<file path="src/rtl/ball_pkg.sv">
// Shared types and step arithmetic for the ball position engine.
package ball_pkg;

  localparam int COORD_W = 10;

  typedef enum logic [1:0] {
    IDLE  = 2'd0,
    ERASE = 2'd1,
    MOVE  = 2'd2,
    DRAW  = 2'd3
  } state_t;

  // One axis step: clamp into [0, extent-size], never wrap in either direction.
  function automatic logic [COORD_W-1:0] clamp_step(
    input logic [COORD_W-1:0] pos,
    input logic               du,
    input logic [COORD_W-1:0] extent,
    input logic [COORD_W-1:0] size,
    input logic [COORD_W-1:0] step
  );
    logic [COORD_W-1:0] lim;
    logic [COORD_W:0]   sum;
    lim = (size > extent) ? '0 : extent - size;
    sum = {1'b0, pos} + {1'b0, step};
    if (pos > lim)
      return lim;
    else if (du)
      return (sum > {1'b0, lim}) ? lim : sum[COORD_W-1:0];
    else
      return (pos < step) ? '0 : pos - step;
  endfunction

endpackage

</file>
<file path="src/rtl/ball_mover_if.sv">
// Request/acknowledge link between the ball mover and the shared VGA plotter.
interface ball_mover_if;
  import ball_pkg::*;

  logic               plot_req;
  logic               plot_ack;
  logic               plot_erase;
  logic [COORD_W-1:0] plot_x;
  logic [COORD_W-1:0] plot_y;

  modport master (
    output plot_req, plot_erase, plot_x, plot_y,
    input  plot_ack
  );

  modport slave (
    input  plot_req, plot_erase, plot_x, plot_y,
    output plot_ack
  );
endinterface

</file>
<file path="src/rtl/ball_mover_tick_divider.sv">
// Frame-rate divider: single-cycle tick each time the counter wraps; frozen while disabled.
module tick_divider #(
  parameter int FRAME_TICKS = 833333
) (
  input  logic clk,
  input  logic resetn,
  input  logic enable,
  output logic tick
);
  localparam int CNT_W = (FRAME_TICKS > 1) ? $clog2(FRAME_TICKS) : 1;
  localparam logic [CNT_W-1:0] LAST = CNT_W'(FRAME_TICKS - 1);

  logic [CNT_W-1:0] cnt_reg;

  always_ff @(posedge clk) begin
    if (!resetn)
      cnt_reg <= '0;
    else if (enable)
      cnt_reg <= (cnt_reg == LAST) ? '0 : cnt_reg + CNT_W'(1);
  end

  assign tick = enable && (cnt_reg == LAST);
endmodule

</file>
<file path="src/rtl/ball_mover.sv">
// Ball position engine: steps x/y once per frame tick and runs erase/move/draw
// through the plotter handshake.
module ball_mover
  import ball_pkg::*;
#(
  parameter int FRAME_TICKS = 833333,
  parameter int X_INIT      = 76,
  parameter int Y_INIT      = 56,
  parameter int STEP        = 1
) (
  input  logic               clk,
  input  logic               resetn,
  input  logic               enable,
  input  logic               x_du,
  input  logic               y_du,
  input  logic [COORD_W-1:0] x_max,
  input  logic [COORD_W-1:0] y_max,
  input  logic [COORD_W-1:0] size,
  output logic [COORD_W-1:0] x,
  output logic [COORD_W-1:0] y,
  ball_mover_if.master       plot
);
  logic               tick;
  state_t             state_reg, state_next;
  logic               pending_reg, pending_next;
  logic [COORD_W-1:0] pos_reg  [2];
  logic [COORD_W-1:0] pos_next [2];
  logic [COORD_W-1:0] extent   [2];
  logic               du       [2];

  tick_divider #(.FRAME_TICKS(FRAME_TICKS)) u_tick (
    .clk    (clk),
    .resetn (resetn),
    .enable (enable),
    .tick   (tick)
  );

  // Index 0 is the x axis, index 1 the y axis.
  assign extent[0] = x_max;
  assign extent[1] = y_max;
  assign du[0]     = x_du;
  assign du[1]     = y_du;

  generate
    for (genvar gi = 0; gi < 2; gi++) begin : g_axis
      assign pos_next[gi] = clamp_step(pos_reg[gi], du[gi], extent[gi], size, COORD_W'(STEP));
    end
  endgenerate

  always_ff @(posedge clk) begin
    if (!resetn) begin
      state_reg   <= IDLE;
      pending_reg <= 1'b0;
      pos_reg[0]  <= COORD_W'(X_INIT);
      pos_reg[1]  <= COORD_W'(Y_INIT);
    end else begin
      state_reg   <= state_next;
      pending_reg <= pending_next;
      if (state_reg == MOVE) begin
        pos_reg[0] <= pos_next[0];
        pos_reg[1] <= pos_next[1];
      end
    end
  end

  always_comb begin
    state_next = state_reg;
    unique case (state_reg)
      IDLE:  if (pending_reg && enable) state_next = ERASE;
      ERASE: if (plot.plot_ack)         state_next = MOVE;
      MOVE:                             state_next = DRAW;
      DRAW:  if (plot.plot_ack)         state_next = IDLE;
      default:                          state_next = IDLE;
    endcase
    // A tick arriving on the very cycle the FSM starts a step is kept for the next one.
    pending_next = pending_reg;
    if (state_reg == IDLE && state_next != IDLE)
      pending_next = 1'b0;
    if (tick)
      pending_next = 1'b1;
  end

  always_comb begin
    plot.plot_req   = 1'b0;
    plot.plot_erase = 1'b0;
    plot.plot_x     = '0;
    plot.plot_y     = '0;
    unique case (state_reg)
      ERASE: begin
        plot.plot_req   = 1'b1;
        plot.plot_erase = 1'b1;
        plot.plot_x     = pos_reg[0];
        plot.plot_y     = pos_reg[1];
      end
      DRAW: begin
        plot.plot_req   = 1'b1;
        plot.plot_x     = pos_reg[0];
        plot.plot_y     = pos_reg[1];
      end
      default: ;
    endcase
  end

  assign x = pos_reg[0];
  assign y = pos_reg[1];
endmodule

</file>
<file path="src/flat_wrapper.sv">
// flat-port wrapper written by rule: the top's interface ports become plain ports
module ball_mover_flat import ball_pkg::*;
#(
  parameter int FRAME_TICKS = 833333,
  parameter int X_INIT      = 76,
  parameter int Y_INIT      = 56,
  parameter int STEP        = 1
)
  (clk, resetn, enable, x_du, y_du, x_max, y_max, size, x, y, plot_plot_req, plot_plot_erase, plot_plot_x, plot_plot_y, plot_plot_ack);
  ball_mover_if plot_i ();
  input  logic clk;
  input  logic resetn;
  input  logic enable;
  input  logic x_du;
  input  logic y_du;
  input  logic [COORD_W-1:0] x_max;
  input  logic [COORD_W-1:0] y_max;
  input  logic [COORD_W-1:0] size;
  output logic [COORD_W-1:0] x;
  output logic [COORD_W-1:0] y;
  output wire logic [$bits(plot_i.plot_req)-1:0] plot_plot_req;
  output wire logic [$bits(plot_i.plot_erase)-1:0] plot_plot_erase;
  output wire logic [$bits(plot_i.plot_x)-1:0] plot_plot_x;
  output wire logic [$bits(plot_i.plot_y)-1:0] plot_plot_y;
  input wire logic [$bits(plot_i.plot_ack)-1:0] plot_plot_ack;
  assign plot_plot_req = plot_i.plot_req;
  assign plot_plot_erase = plot_i.plot_erase;
  assign plot_plot_x = plot_i.plot_x;
  assign plot_plot_y = plot_i.plot_y;
  assign plot_i.plot_ack = plot_plot_ack;
  ball_mover #(.FRAME_TICKS(FRAME_TICKS), .X_INIT(X_INIT), .Y_INIT(Y_INIT), .STEP(STEP)) u_core (.clk(clk), .resetn(resetn), .enable(enable), .x_du(x_du), .y_du(y_du), .x_max(x_max), .y_max(y_max), .size(size), .x(x), .y(y), .plot(plot_i));
endmodule
</file>
<file path="config.mk">
export PLATFORM = sky130hd
export DESIGN_NAME = ball_mover_flat
export DESIGN_NICKNAME = d
export VERILOG_FILES = /design/src/rtl/ball_pkg.sv /design/src/rtl/ball_mover_if.sv /design/src/rtl/ball_mover_tick_divider.sv /design/src/rtl/ball_mover.sv /design/src/flat_wrapper.sv
export SDC_FILE = /design/constraint.sdc
export NUM_CORES = 1
export LEC_CHECK = 0
export CORE_ASPECT_RATIO = 1.75
export CORE_UTILIZATION = 55
export DETAILED_ROUTE_END_ITERATION = 8
export PLACE_DENSITY = 0.91
export SYNTH_ARGS = -nofsm -noshare
export SYNTH_HDL_FRONTEND = slang
export SYNTH_SLANG_ARGS = --single-unit
</file>
<file path="constraint.sdc">
create_clock -name clk -period 4.5 [get_ports clk]
set_input_delay 0.675 -clock clk [delete_from_list [all_inputs] [get_ports clk]]
set_output_delay 0.675 -clock clk [all_outputs]
set_load 0.1 [all_outputs]
</file>
==> results.md <==
- Starting Density: 0.562
- Via Count: approximately 5300
- Die height: around 130 µm
- Final period util: 1.01
- Cells after DPL: slightly above 800
- Vias in the first global route: 5521
- Worst vdd ir: approximately 0.00023 V
- Max_slew headroom: 0.0884
- Hold Path Class: reg -> reg
- Worst Clk Skew: 0.00693 ns
- Core area: ~8600 µm²
- Final Wtd Congestion: about 0.95
- Largest cells by area after synthesis: ha_1 17%, edfxtp_1 12%, dfxtp_1 9.5%
- Library cells used by synthesis: 66
- CTS Hold Bufs: 0
- Initial DRC count: 457
- Num CTS Buffers: 5
- H-tree levels: 2
- Die width: 72.9 µm
- Total wire length: 16300 µm
- Worst skew pair latency: approximately 0.29 ns
- PD cells: between 200 and 250 nW/µm²
- Synth top area share: 0.170
- Layout area overhead: 36.7%
- Synth area leader: ha_1
- LEAKAGE: between 2 and 3 nW
- Post-route ant nets: 0
- Max Slew Vio Count: 0
- Arr. time, crit path: approximately 4.6 ns
- Ports: 78
- Final setup violating endpoints: 7
- Dpl ws: -0.506 ns
- Synthesized flop and latch total: 43
- PnR worst setup slack: -0.0549 ns
- Setup TNS: -0.251 ns
- Routed vias/inst: between 6 and 7
- Top FF cell, synth: dfxtp_1
- GRT Overall Usage: 0.351
- Drt first pass iters: 6
- EDFF count, synth: 20
- Total Power: roughly 1.5 mW
- Ys Warns: 0
- Largest net degree at the start of global routing: 28
- Worst-path clk slew: 0.07 ns
- # port buffers: between 70 and 80
- Root Driver: clkbuf_16
- Failing checks: negative setup slack
- Dpl hpwl: around 12000 µm
- Post-synthesis async set-or-reset flop share: 0
- Max Cap Viol: 0
- Req. time, crit path: roughly 4.5 ns
- DRC errors left: 0
- Status: finished with violations
- CTS sink cnt: 43
- Max Freq: roughly 220 MHz
- CP endpoint kind: flip-flop
- Die ar.: approximately 9000 µm²
- Startpoint Class: primary input
- First-pass GRT wire length: between 20000 and 30000 µm
- Ant. Diodes: 0
- Worst setup path class: in -> reg
- Nets: roughly 830
- CP max FO: 4
- Antenna violations before repair: 0
- Syn Inst Count: 590
- Global route overflow: 0
- Fraction of the yosys area taken by sequential cells: 0.219
- Finished Layout Cells: between 800 and 900
- Share of cells above drive strength 1: 0.181
- Syn Nets: 694
- Final hold violations: 0
- Row cnt: 45
- Synth Area per Inst: 8.21 µm²
- WL/cell: roughly 19 µm
- Worst-margin pin slew: approximately 1.4 ns
- Clk buf depth: 2
- Mapped cell area: between 4000 and 5000 µm²
- Fin crit period: 4.55 ns
- Hold_ws: slightly below 0.5 ns
- CTS tree: done
-- power by group --
part / switching [mW] / total [mW] / internal (mW)
Sequential: 0.0191 / 0.434 / 0.415
Clock: 0.175 / 0.384 / 0.209
Combinational: 0.376 / 0.695 / 0.319
Total: 0.570 / 1.51 / 0.943
-- final cells by class --
| class | instances | area, µm² |
|---|---|---|
| clock buffer | 5 | 125 |
| clock inverter | 3 | 21.3 |
| fill | 545 | 1990 |
| inverter | 28 | 105 |
| multi-input combinational | 500 | 3880 |
| sequential | 43 | 1060 |
| tap | 117 | 146 |
| timing repair buffer | 144 | 1280 |
-- through the flow --
step                      area [µm²]   util
after global routing            6620  0.768
after floorplan                 4840      -
after CTS                       6340  0.737
after detailed placement        6130  0.711
after global placement          6130  0.711
final                           6620  0.768
-- per-layer routing --
metal / vias to the layer above / track usage / routed length [µm]
met5: - / 0 / 0
met4: 0 / 0.261 / 1190
met3: 111 / 0.0688 / 847
met2: 278 / 0.656 / 8870
met1: 2488 / 0.318 / 5390
li1: 2437 / - / -
-- synthesized netlist by cell type (all sizes together), types with 7 or more instances --
| master | instances |
|---|---|
| nand3 | 33 |
| nand2 | 39 |
| a21oi | 31 |
| xor2 | 26 |
| nor3 | 18 |
| nand3b | 8 |
| nor2b | 7 |
| clkbuf | 14 |
| mux2i | 9 |
| ha | 66 |
| edfxtp | 20 |
| o21ai | 16 |
| xnor2 | 24 |
| o22ai | 7 |
| o32ai | 7 |
| nand4 | 10 |
| dfxtp | 23 |
| and2 | 23 |
| inv | 28 |
| and3 | 11 |
| a21o | 13 |
| nor2 | 53 |
| nand2b | 13 |
-- final timing paths --
path,endpoint,slack (ns),cells past startpoint,startpoint
max,u_core.pos_reg[0][4]$_SDFFCE_PN0P_,-0.05,17,size[3]
min,u_core.pending_reg$_SDFFE_PN0P_,0.48,2,u_core.pending_reg$_SDFFE_PN0P_
max reg2reg,u_core.pos_reg[0][7]$_SDFFCE_PN0P_,0.94,12,u_core.pos_reg[0][2]$_SDFFCE_PN1P_
min reg2reg,u_core.pending_reg$_SDFFE_PN0P_,0.48,2,u_core.pending_reg$_SDFFE_PN0P_
-- cells by family (layout without fill, tap and decap cells) --
| logic type | count (synthesis) | after routing | synth area share |
|---|---|---|---|
| xor gates and xnor gates | 50 | 50 | 0.0904 |
| muxes | 9 | 9 | 0.0186 |
| AOI/OAI and AO/OA | 132 | 132 | 0.188 |
| and+or+nand+nor | 241 | 241 | 0.266 |
| DFF | 43 | 43 | 0.219 |
| buffers and inverters | 47 | 180 | 0.0387 |
| adders and majority gates | 68 | 68 | 0.179 |
-- worst max-delay path, stage by stage --
cell             delay (ns)
clkdlybuf4s50_1        0.46
inv_1                  0.07
buf_4                  0.13
ha_1                   0.31
o21ai_1                0.28
a21oi_4                0.07
o21a_1                 0.22
o21ai_0                0.27
or3b_4                 0.44
ha_1                   0.31
nand4_1                0.17
a21o_1                 0.24
a211oi_4               0.33
nor4b_4                0.10
buf_4                  0.16
a22oi_1                0.23
o22ai_1                0.12
-- placed cells by master, fill, tap and decap left out, types with 5 or more instances in the layout --
cell type	count
inv_1	28
nand3b_1	8
o32ai_2	6
clkdlybuf4s50_1	75
xnor2_1	24
clkbuf_16	5
and3_1	9
o211ai_1	6
nand3_1	30
o21ai_0	11
nand2b_1	11
xor2_1	26
nand2_1	37
and2_1	22
edfxtp_1	20
dfxtp_1	23
a31oi_1	6
nor2b_1	7
nor2_1	52
o22ai_1	6
nor3_1	16
nand4_1	10
a21oi_1	27
buf_4	66
ha_1	60
mux2i_1	9
a21o_1	12
o21a_1	6
-- what timing repair did --
action,in CTS,in global routing
buffers inserted,2,5
pin swaps,3,19
setup endpoints to repair,20,20
resized for setup,12,45
Power figures use the tool's default switching activity.
